===== src/rtl/ysyx_22040386_lsu.sv =====
// MEM-stage load/store unit: one outstanding data-bus access, load alignment/extension,
// store strobe generation and a valid/ready writeback output bundle.
module ysyx_22040386_lsu #(
  parameter int unsigned ADDR_W = 64,
  parameter int unsigned DATA_W = 64
) (
  input  logic              clk,
  input  logic              rst,
  input  logic              i_in_valid,
  output logic              o_in_ready,
  input  logic              i_MemRead,
  input  logic              i_MemWrite,
  input  logic [2:0]        i_FUNCT3,
  input  logic [ADDR_W-1:0] i_addr,
  input  logic [DATA_W-1:0] i_wr_data,
  input  logic [4:0]        i_reg_wr_addr,
  input  logic              i_RegWrite,
  input  logic [DATA_W-1:0] i_reg_wr_data,
  output logic              o_mem_req_valid,
  input  logic              i_mem_req_ready,
  output logic              o_mem_wen,
  output logic [ADDR_W-1:0] o_mem_addr,
  output logic [DATA_W-1:0] o_mem_wdata,
  output logic [7:0]        o_mem_wstrb,
  input  logic              i_mem_resp_valid,
  input  logic [DATA_W-1:0] i_mem_rdata,
  output logic              o_out_valid,
  input  logic              i_out_ready,
  output logic [4:0]        o_reg_wr_addr,
  output logic              o_RegWrite,
  output logic [DATA_W-1:0] o_reg_wr_data,
  output logic              o_lsu_fault
);

  typedef enum logic [1:0] {StIdle, StReq, StResp, StDone} state_e;

  state_e              state_q, state_d;
  logic [ADDR_W-1:0]   addr_q, addr_d;
  logic [DATA_W-1:0]   wdata_q, wdata_d;
  logic [DATA_W-1:0]   result_q, result_d;
  logic [2:0]          f3_q, f3_d;
  logic [4:0]          rd_q, rd_d;
  logic                store_q, store_d;
  logic                load_q, load_d;
  logic                regwrite_q, regwrite_d;
  logic                fault_q, fault_d;

  logic                accept;
  logic                mem_op;
  logic                misaligned;
  logic                unsupported;
  logic                acc_fault;
  logic [DATA_W-1:0]   rdata_sh;
  logic [DATA_W-1:0]   load_data;
  logic [7:0]          base_strb;

  assign o_in_ready = (state_q == StIdle) && !rst;
  assign accept     = i_in_valid && o_in_ready;
  assign mem_op     = i_MemRead || i_MemWrite;

  // Fault decode is done on the incoming bundle so the decision is made at accept time.
  always_comb begin
    misaligned = 1'b0;
    unique case (i_FUNCT3[1:0])
      2'b00:   misaligned = 1'b0;
      2'b01:   misaligned = i_addr[0];
      2'b10:   misaligned = |i_addr[1:0];
      default: misaligned = |i_addr[2:0];
    endcase
    unsupported = i_MemWrite ? i_FUNCT3[2] : (i_FUNCT3 == 3'b111);
    acc_fault   = mem_op && (misaligned || unsupported);
  end

  always_comb begin
    rdata_sh  = i_mem_rdata >> {addr_q[2:0], 3'b000};
    load_data = '0;
    case (f3_q)
      3'b000:  load_data = {{56{rdata_sh[7]}}, rdata_sh[7:0]};
      3'b001:  load_data = {{48{rdata_sh[15]}}, rdata_sh[15:0]};
      3'b010:  load_data = {{32{rdata_sh[31]}}, rdata_sh[31:0]};
      3'b011:  load_data = rdata_sh;
      3'b100:  load_data = {56'd0, rdata_sh[7:0]};
      3'b101:  load_data = {48'd0, rdata_sh[15:0]};
      3'b110:  load_data = {32'd0, rdata_sh[31:0]};
      default: load_data = '0;
    endcase
  end

  always_comb begin
    state_d    = state_q;
    addr_d     = addr_q;
    wdata_d    = wdata_q;
    result_d   = result_q;
    f3_d       = f3_q;
    rd_d       = rd_q;
    store_d    = store_q;
    load_d     = load_q;
    regwrite_d = regwrite_q;
    fault_d    = fault_q;
    unique case (state_q)
      StIdle: begin
        if (accept) begin
          addr_d     = i_addr;
          wdata_d    = i_wr_data;
          result_d   = i_reg_wr_data;
          f3_d       = i_FUNCT3;
          rd_d       = i_reg_wr_addr;
          store_d    = i_MemWrite;
          load_d     = i_MemRead && !i_MemWrite;
          fault_d    = acc_fault;
          regwrite_d = i_RegWrite && !i_MemWrite && !acc_fault;
          state_d    = (mem_op && !acc_fault) ? StReq : StDone;
        end
      end
      StReq: begin
        if (i_mem_req_ready) state_d = StResp;
      end
      StResp: begin
        if (i_mem_resp_valid) begin
          if (load_q) result_d = load_data;
          state_d = StDone;
        end
      end
      default: begin
        if (i_out_ready) state_d = StIdle;
      end
    endcase
  end

  always_ff @(posedge clk or posedge rst) begin
    if (rst) begin
      state_q    <= StIdle;
      addr_q     <= '0;
      wdata_q    <= '0;
      result_q   <= '0;
      f3_q       <= '0;
      rd_q       <= '0;
      store_q    <= 1'b0;
      load_q     <= 1'b0;
      regwrite_q <= 1'b0;
      fault_q    <= 1'b0;
    end else begin
      state_q    <= state_d;
      addr_q     <= addr_d;
      wdata_q    <= wdata_d;
      result_q   <= result_d;
      f3_q       <= f3_d;
      rd_q       <= rd_d;
      store_q    <= store_d;
      load_q     <= load_d;
      regwrite_q <= regwrite_d;
      fault_q    <= fault_d;
    end
  end

  always_comb begin
    base_strb = 8'h00;
    unique case (f3_q[1:0])
      2'b00:   base_strb = 8'h01;
      2'b01:   base_strb = 8'h03;
      2'b10:   base_strb = 8'h0F;
      default: base_strb = 8'hFF;
    endcase
  end

  assign o_mem_req_valid = (state_q == StReq);
  assign o_mem_wen       = store_q;
  assign o_mem_addr      = {addr_q[ADDR_W-1:3], 3'b000};
  assign o_mem_wstrb     = store_q ? (base_strb << addr_q[2:0]) : 8'h00;
  assign o_mem_wdata     = store_q ? (wdata_q << {addr_q[2:0], 3'b000}) : '0;
  assign o_out_valid     = (state_q == StDone);
  assign o_reg_wr_addr   = rd_q;
  assign o_RegWrite      = regwrite_q;
  assign o_reg_wr_data   = result_q;
  assign o_lsu_fault     = fault_q;

endmodule


===== config.mk =====
export PLATFORM = sky130hd
export DESIGN_NAME = ysyx_22040386_lsu
export DESIGN_NICKNAME = d
export VERILOG_FILES = /design/src/rtl/ysyx_22040386_lsu.sv
export SDC_FILE = /design/constraint.sdc
export NUM_CORES = 1
export LEC_CHECK = 0
export ABC_AREA = 1
export BUFFER_PORTS_ARGS = -buffer_cell sky130_fd_sc_hd__buf_2
export CAP_MARGIN = 20
export CORE_AREA = 2 2 190 192
export DETAILED_ROUTE_END_ITERATION = 12
export DIE_AREA = 0 0 192 194
export PLACE_DENSITY = 0.59
export SLEW_MARGIN = 25
export SYNTH_ARGS = -nofsm -noshare
export SYNTH_HDL_FRONTEND = slang
export SYNTH_SLANG_ARGS = --single-unit

===== constraint.sdc =====
create_clock -name clk -period 8.7 [get_ports clk]
set_input_delay 1.74 -clock clk [delete_from_list [all_inputs] [get_ports clk]]
set_output_delay 1.74 -clock clk [all_outputs]
set_load 0.01 [all_outputs]

==> qor.yml <==
run_status:
  status: "finished clean"
floorplanning:
  num_rows: 69
  fp.dieArea_um2: 37200
  start_util_pct: 37.4
  ioPinCount: 484
  die_w_um: 192
  die_y_um: 194
  core_area_um2: 35200
final_layout:
  final_common_cell: "nand2_1"
  drive_gt1_share_pct: 24.7
  layout_common_cells: "nand2_1 (776), buf_2 (480), dfrtp_1 (204), o21ai_0 (166), inv_1 (136)"
  syn2layout_area_growth_pct: 21.2
  post-route-util_pct: 45.3
  nNetsFinal: 2525
  fillers: 3784
global_routing:
  grt_start_max_net_pins: 141
  overflow: 0
  grt_use_total_pct: 26.6
  grt_first_pass_wirelength_um: 76900
  grt_pass1_vias: 13300
  antenna_found_initial: 7
timing:
  final.setup.tns_ps: 0
  tightest_slew_ps: 1010
  slew-limit-headroom_pct: 32.8
  finalSetupViolCount: 0
  fin_crit_sh_pct: 68.5
  rsz0062_at_grt: "false"
  skew_ps: 15.1
  fmax_mhz: 168
  drv_slew: 0
  fin_crit_ps: 5960
  finalHoldViolCount: 0
  whs_ps: 473
  fin_ws_ps: 2740
setup_path:
  cpPeakStageDelay_ps: 900
  crit_path_top_delay_cell: "nor2_2"
  r2r_slack_ps: 4380
  cp_cell_sequence: "buf_4, clkinv_2, nor2_2, a22oi_1, o21ai_0, buf_2"
  rr_startpoint: "addr_q[0]$_DFFE_PP0P_"
  cp-end-kind: "output port"
  startpoint_type: "flip-flop"
  critical_path_class: "flip-flop to output port"
  cp_max_fo: 87
  crit_arrival_ps: 4220
  worst-r2r-cell-count: 10
  rr_endpoint: "o_reg_wr_data[17]$_DFFE_PP0P_"
  cp.required_ps: 6960
place:
  io_buffers: 480
  place.gp.congestion: 0.969
  post-place-ws_ps: 3340
  place_hpwl_um: 38600
logic_synthesis:
  synthFlopType: "dfrtp_1"
  synth-edff-count: 0
  synth_seq_cells: 206
  yosysSeqAreaShare_pct: 39.1
  yosysTopAreaCell: "dfrtp_1"
  avgSynthCellArea_um2: 6.84
  syn_inst: 1925
  syn_area_um2: 13200
  synthTopCellsByArea: "dfrtp_1 (39%), nand2_1 (22%), o21ai_0 (6.3%)"
  synth_cell_types: 36
  async_flop_share_pct: 100
  yosysWarnings: 0
  synthDominantCellAreaShare_pct: 39.1
routing:
  wl_per_cell_um: 18.9
  vias_per_cell: 5.06
  routed_wirelength_um: 51600
  vias: 13800
  drtIter0Drc: 968
  drt-pass1-iter-count: 5
  ant_nets: 0
  drc_errors: 0
hold_path:
  holdCritStartpoint: "addr_q[21]$_DFFE_PP0P_"
  hp-class: "flip-flop to flip-flop"
  holdPathStages: 2
  whs_endpoint: "addr_q[21]$_DFFE_PP0P_"
power:
  leakagePower_nw: 8.82
  p_per_area_nw_per_um2: 426
  p_seq_share_pct: 26.4
  switching_share_pct: 49.8
  internal-power_mw: 3.41
  peakVddDrop_v: 0.000192
  comb_power_share_pct: 57.6
  clkPwrFrac_pct: 16.1
  p_sw_mw: 3.39
cts:
  tritoncts: "built"
  cts_buffer_depth: 3
  cts-root-buf: "clkbuf_16"
  post_cts_buffers: 0
  numCtsBuffers: 26
  cts_sinks: 206
  clock_latency_ps: 540
  cts_hold_buf: 0
  clk_pin_slew_ps: 60
  htree_levels: 1
  cts.repair.resized: 0
flow_run:
  cap_violations: 0
==> cell type report <==
cell class | count | area [um2] | share of cell area [%]
Multi-Input combinational cell | 1379 | 6320 | 39.6
Sequential cell | 206 | 5160 | 32.3
Timing Repair Buffer | 491 | 2480 | 15.6
Clock buffer | 35 | 736 | 4.61
Tap cell | 461 | 577 | 3.61
Inverter | 144 | 557 | 3.49
Clock inverter | 12 | 123 | 0.768
Antenna cell | 5 | 12.5 | 0.0784
==> cell usage after synthesis, drive strengths merged (4+ instances only) <==
library cell and number:
a21boi 51, a21oi 76, a22oi 19, buf 152
clkbuf 46, dfrtp 206, ha 4, inv 144
mux2i 16, nand2 781, nand3 102, nand4 33
nor2 82, o211ai 20, o21a 5, o21ai 168
o22ai 10
==> power by group through the flow <==
stage | sequential [mW] | combinational [mW] | clock, mW
CTS | 1.79 | 3.92 | 1.12
detailed placement | 1.79 | 3.90 | 0
global route | 1.85 | 4.34 | 1.16
finish | 1.79 | 3.92 | 1.09
floorplan | 1.73 | 2.83 | 0
global placement | 1.79 | 3.86 | 0
==> worst max-delay path: cells and delay by family, from the launching register on <==
kind	cells	cell delay (ps)
buf+inv	3	1770
compound gates	2	680
flops	1	330
simple gates	1	900
==> per-stage QoR <==
stage               instance area [um2]  total power, mW  cells
global placement                  15100             5.65   2681
detailed placement                15100             5.69   2681
floorplan                         13200             4.57   1927
finish                            16000             6.80   2733
global route                      16000             7.34   2731
CTS                               15900             6.82   2728
==> metal layers <==
metal  vias to the layer above  GRT usage, %  share of wire, %
li1                       6727             -                 -
met1                      6395          34.2                41
met2                       608          44.6                48
met3                       107          4.36               7.1
met4                         2          10.7               4.1
met5                         -             0             0.023
==> how the worst max path moves through the flow <==
stage                            endpoint             startpoint
floorplan           addr_q[0]$_DFFE_PP0P_                    rst
global placement          o_mem_wdata[49]  addr_q[1]$_DFFE_PP0P_
detailed placement        o_mem_wdata[49]  addr_q[1]$_DFFE_PP0P_
CTS                       o_mem_wdata[49]  addr_q[1]$_DFFE_PP0P_
global route              o_mem_wdata[49]  addr_q[1]$_DFFE_PP0P_
finish                    o_mem_wdata[55]  addr_q[1]$_DFFE_PP0P_
==> state kept, by name (all words and copies together), names as in the netlist <==
signal	cells
addr_q	64
o_reg_wr_data	64
wdata_q	64
o_reg_wr_addr	5
f3_q	3
state_q	2
load_q	1
o_RegWrite	1
o_lsu_fault	1
o_mem_wen	1
==> cells by family after synthesis <==
| group | count (synthesis) | share of synthesized area [%] |
|---|---|---|
| AND/OR/NAND/NOR | 1003 | 30.6 |
| AO/OA/AOI/OAI | 353 | 15.5 |
| buffers and inverters | 342 | 13.2 |
| flip-flops | 206 | 39.1 |
| multiplexers | 16 | 1.22 |
| adder cells (fa/ha/maj) | 4 | 0.380 |
| other | 1 | 0.0285 |
Power figures use the tool's default switching activity.
